===== config.mk =====
export PLATFORM = sky130hd
export DESIGN_NAME = coin_acceptor_frontend
export DESIGN_NICKNAME = d
export VERILOG_FILES = /design/src/rtl/coin_acceptor_frontend.sv
export SDC_FILE = /design/constraint.sdc
export NUM_CORES = 1
export LEC_CHECK = 0
export CAP_MARGIN = 5
export CORE_UTILIZATION = 45
export DETAILED_ROUTE_END_ITERATION = 10
export DONT_BUFFER_PORTS = 1
export PLACE_DENSITY = 0.66
export SYNTH_ARGS = -nofsm -noshare
export SYNTH_HDL_FRONTEND = slang
export SYNTH_SLANG_ARGS = --single-unit

===== constraint.sdc =====
create_clock -name clk -period 2.6 [get_ports clk]
set_clock_uncertainty 0.15 [all_clocks]
set_input_delay 0.52 -clock clk [delete_from_list [all_inputs] [get_ports clk]]
set_output_delay 0.52 -clock clk [all_outputs]
set_load 0.01 [all_outputs]

===== src/rtl/coin_acceptor_frontend.sv =====
// coin_acceptor_frontend: synchronises and debounces the coin slot sensors and emits
// one-cycle N/D/reject pulses plus a jam level for the vending machine FSM.
module coin_acceptor_frontend #(
    parameter int DEB_CYCLES = 4,
    parameter int JAM_CYCLES = 1000,
    parameter int JCNT_W     = 10
) (
    input  logic clk,
    input  logic rstn,
    input  logic coin_n_raw,
    input  logic coin_d_raw,
    input  logic accept_en,
    output logic N,
    output logic D,
    output logic reject,
    output logic jam
);
    typedef enum logic [1:0] {IDLE, DEBOUNCE, RELEASE, JAM} state_t;
    localparam logic [7:0]        DEB_LAST = 8'(DEB_CYCLES - 1);
    localparam logic [JCNT_W-1:0] JAM_LAST = JCNT_W'(JAM_CYCLES - 1);

    logic              n_meta_q, d_meta_q;
    logic [1:0]        s_q;
    state_t            state_q, state_d;
    logic [1:0]        cand_q, cand_d;
    logic [7:0]        deb_cnt_q, deb_cnt_d, deb_inc;
    logic [JCNT_W-1:0] jam_cnt_q, jam_cnt_d, jam_inc;
    logic              nick_q, nick_d, dime_q, dime_d, rej_q, rej_d, jam_q, jam_d;

    assign deb_inc = (deb_cnt_q == '1) ? deb_cnt_q : deb_cnt_q + 8'd1;
    assign jam_inc = (jam_cnt_q == '1) ? jam_cnt_q : jam_cnt_q + 1'b1;

    always_comb begin
        state_d   = state_q;
        cand_d    = cand_q;
        deb_cnt_d = deb_cnt_q;
        jam_cnt_d = jam_cnt_q;
        nick_d    = 1'b0;
        dime_d    = 1'b0;
        rej_d     = 1'b0;
        jam_d     = jam_q;
        case (state_q)
            IDLE: if (s_q != 2'b00) begin
                state_d   = DEBOUNCE;
                cand_d    = s_q;
                deb_cnt_d = 8'd1;
            end
            DEBOUNCE: if (s_q == 2'b00) begin
                state_d   = IDLE;
                deb_cnt_d = '0;
            end else if (s_q != cand_q) begin
                cand_d    = s_q;
                deb_cnt_d = 8'd1;
            end else if (deb_cnt_q == DEB_LAST) begin
                state_d   = RELEASE;
                deb_cnt_d = '0;
                jam_cnt_d = '0;
                nick_d    = accept_en && cand_q == 2'b10;
                dime_d    = accept_en && cand_q == 2'b01;
                rej_d     = !(accept_en && cand_q != 2'b11);
            end else begin
                deb_cnt_d = deb_inc;
            end
            // RELEASE and JAM share the "chute clear for DEB_CYCLES samples" exit
            RELEASE, JAM: if (s_q == 2'b00) begin
                if (deb_cnt_q == DEB_LAST) begin
                    state_d   = IDLE;
                    deb_cnt_d = '0;
                    jam_cnt_d = '0;
                    jam_d     = 1'b0;
                end else begin
                    deb_cnt_d = deb_inc;
                end
            end else if (state_q == RELEASE && jam_cnt_q == JAM_LAST) begin
                state_d   = JAM;
                deb_cnt_d = '0;
                jam_cnt_d = '0;
                jam_d     = 1'b1;
            end else begin
                deb_cnt_d = '0;
                if (state_q == RELEASE) jam_cnt_d = jam_inc;
            end
            default: state_d = IDLE;
        endcase
    end

    always_ff @(posedge clk) begin
        if (!rstn) begin
            n_meta_q  <= 1'b0;
            d_meta_q  <= 1'b0;
            s_q       <= 2'b00;
            state_q   <= IDLE;
            cand_q    <= 2'b00;
            deb_cnt_q <= '0;
            jam_cnt_q <= '0;
            nick_q    <= 1'b0;
            dime_q    <= 1'b0;
            rej_q     <= 1'b0;
            jam_q     <= 1'b0;
        end else begin
            n_meta_q  <= coin_n_raw;
            d_meta_q  <= coin_d_raw;
            s_q       <= {n_meta_q, d_meta_q};
            state_q   <= state_d;
            cand_q    <= cand_d;
            deb_cnt_q <= deb_cnt_d;
            jam_cnt_q <= jam_cnt_d;
            nick_q    <= nick_d;
            dime_q    <= dime_d;
            rej_q     <= rej_d;
            jam_q     <= jam_d;
        end
    end

    assign N      = nick_q;
    assign D      = dime_q;
    assign reject = rej_q;
    assign jam    = jam_q;
endmodule

==> results <==
- The cell area after synthesis is 1650 sq um.
- The origin of the critical flop-to-flop path is deb_cnt_q[0].
- The clock latency at the later pin of the worst-skew pair is approximately 330 ps.
- For this configuration, the core starts out at a cell density of around half.
- The portion of total power attributed to sequential cells is 54.7%.
- The die span in y is approximately 63 um.
- The number of nets in the synthesized netlist is 204.
- The floorplan has 21 rows.
- Summed over all cells, the static leakage comes to about 0.00057 uW.
- The number of vias per cell is between 6 and 7.
- The cell chosen for the clock root is clkbuf_4.
- The share of power burned in combinational logic is under 10%.
- The number of detailed-routing iterations run before antenna repair is 4.
- The largest driver fanout on the critical path is 6.
- The number of global-route vias before repair came to between 1,000 and 1,500.
- Ranked by total cell area, the synthesized netlist is headed by dfxtp_1 36%, nand2_1 4.8%, o21ai_0 4.2%, nand3_1 3.9%, a21oi_1 3.6%.
- The sum of routed wire length over all layers is 3540 um.
- The number of antenna violations at the first check in global routing is 0.
- The area share of the leading cell type in the synthesized netlist is a little over a third.
- The congestion estimate from routability-driven global placement came to between 0.8 and 0.9.
- The number of vias in the routed layout is 1,491.
- Sorting the synthesized cells by how often they occur yields 30 x dfxtp_1, 21 x nand2_1, 14 x o21ai_0.
- The synthesis-to-finish area growth is 3.79%.
- The total overflow reported by the global router is 0.
- The number of H-tree levels is 2.
- The maximum ir drop on the vdd rail is 0.000194 V.
- The arrival time of the worst setup path is around 2200 ps.
- The number of violations of the max-capacitance limit is 0.
- The class of the tightest hold or removal check is in -> reg.
- The worst max-slew margin expressed relative to the limit is slightly above 60%.
- Clock-pin slew was measured on the worst setup and hold paths at around 100 ps.
- The die is between 60 and 70 um wide.
- The clock period minus worst slack is 2150 ps.
- Setup repair after global routing left no endpoint under its margin.
- The share of total power consumed by net switching is 22.1%.
- With fillers left out, the area of the finished cells amounts to 1710 sq um.
- In this run, distinct cell masters in the synthesized netlist total between 50 and 60.
- During synthesis, Yosys emitted a total of 0 warnings.
- Adding up every negative setup slack in the final design gives 0 ps.
- The critical path starts at deb_cnt_q[0].
- The total cell area at the placement stage is around 1600 sq um.
- The final-report hold violation count came to 0.
- The maximum root-to-sink buffer count is 2.
- The critical path data required time is about 2700 ps.
- TritonCTS built the clock tree.
- After layout, the design draws a total of about 870 uW.
- In this run the remaining antenna-violating nets after routing total 0.
- Buffers placed on the I/O ports in this run total 0.
- The die footprint is about 3900 sq um.
- The number of top-level pins is 9.
- The final critical path takes up a little over 80% of the cycle.
- The launching element type of the critical path is a flip-flop.
- In this run, synthesis produced a sequential element count of 30.
- The tree built by TritonCTS fans out to 30 sinks.
- The sequential cell area fraction in the yosys report is between 30% and 40%.
- Per report_power, the clock group accounts for between 40% and 50% of the total.
- The flow ran to the end, and the final reports show no timing, DRC or antenna violations.
- The number of remaining DRC errors is 0.
- In the global route stage, overall resource usage came out at about a fifth.
- The total clock buffers created by CTS is 5.
- The share of synthesized registers carrying an async set or reset is 0%.
- The number of instances resized during post-cts repair is 0.
- The number of hold buffers added after cts is 0.
- The number of antenna diodes in the final layout is 0.
- The number of instances in the synthesized netlist is slightly below 200.
- In this run the most critical hold path is launched from rstn.
- The biggest area contributor in the post-synthesis netlist is dfxtp_1.
- The total core area is ~3400 sq um.
- The total power density per cell area is roughly 510 nW/um^2.
- Timing would allow up to approximately 0.47 GHz.
- The number of buffers added for setup after CTS is 0.
- The number of DRC violations after detailed-routing iteration 0 is slightly below 200.
- The final HPWL from detailed placement is between 2000 and 3000 um.
- At the end of the flow, the number of nets in the layout was 203.
- The total setup violations reported at the end of the flow is 0.
- After detailed routing, the average wire length per cell comes to 14.5 um.
- The wire length of the first global-routing pass is just over 6000 um.
- At the pin with the least slew margin, the transition time is around 570 ps.
- Summed over all nets, the switching power comes to 192 uW.
- The final max-slew violation count was 0.
- The dominant cell by count in the synthesized netlist is dfxtp_1.
- After synthesis, the mean cell area works out to 8.38 sq um.
- The synthesized design contains 0 enable-type register cells.
- In the synthesized netlist the dominant register cell turns out to be dfxtp_1.
- Cells with a size suffix above 1 make up about a tenth of the layout.
- Internal power comes to roughly 680 uW.
- The critical path is of the reg -> reg type.
- Entering global routing, the biggest net connects 21 pins.
- STA classifies the critical path endpoint as a flip-flop.
## routing by layer
layer / GRT usage [%] / vias up / part of all wire, %
met3: 5.84 / 10 / 6.7
li1: - / 730 / -
met5: 0 / - / 0
met1: 26.1 / 699 / 47
met4: 7.27 / 0 / 1.7
met2: 31.1 / 52 / 45
## sequential cells by signal (all words and copies together) (netlist names)
signal	cells
jam_cnt_q	10
deb_cnt_q	8
cand_q	2
s_q	2
state_q	2
D	1
N	1
d_meta_q	1
jam	1
n_meta_q	1
reject	1
## stage by stage
stage	std cells	hold WS (ps)	utilization, %	worst slack [ps]
finish	243	156	50.2	453
global route	243	136	50.2	209
CTS	243	142	50.2	464
detailed placement	235	270	47.9	485
global placement	235	266	47.9	492
floorplan	197	262	-	700
## critical path, cell delays in order, from the launching register on
cell and delay, ps:
dfxtp_1 410, ha_1 270, nor4b_1 430, and2_1 230
a21oi_2 70, o21ai_1 350, nor3_1 110
## cell families after synthesis
family	synth area share (%)
multiplexers	0.606
AO/OA/AOI/OAI	24.9
adder cells (fa/ha/maj)	1.51
XOR/XNOR	1.59
buffers and inverters	6.67
flip-flops	36.4
AND/OR/NAND/NOR	28.3
## final cells by class
class	instances	area, sq um
clock buffer	5	37.5
clock inverter	3	40.0
fill	333	1700
inverter	10	37.5
multi-input combinational	149	941
sequential	30	601
tap	46	57.6
## power groups by stage
stage          clock [uW]  combinational [uW]  sequential [uW]
3_5_place_dp            0                33.4              486
2_1_floorplan           0                40.0              480
3_3_place_gp            0                32.0              486
6_report              361                34.1              476
5_1_grt               395                37.8              478
4_1_cts               376                33.7              476
## final timing paths
| check | endpoint | slack, ps | cells past startpoint |
|---|---|---|---|
| min | s_q[0] | 160 | 1 |
| min reg2reg | s_q[0] | 290 | 1 |
| max | deb_cnt_q[7] | 450 | 6 |
| max reg2reg | deb_cnt_q[7] | 450 | 6 |
## placed cells by master (no fill, tap or decap), types with 3 or more instances in the layout
cell | synthesis | final
clkbuf_4 | 0 | 5
nor3_1 | 8 | 8
nor2_1 | 11 | 11
nand3_1 | 13 | 13
a21oi_1 | 12 | 12
a31oi_1 | 5 | 5
dfxtp_1 | 30 | 30
and3_1 | 4 | 4
and2_1 | 7 | 7
inv_1 | 8 | 8
xnor2_1 | 3 | 3
nand2_1 | 21 | 21
nor3b_1 | 3 | 3
nand4_1 | 3 | 3
o21ai_0 | 14 | 14
Note: power is estimated with default switching activity, not from simulation.
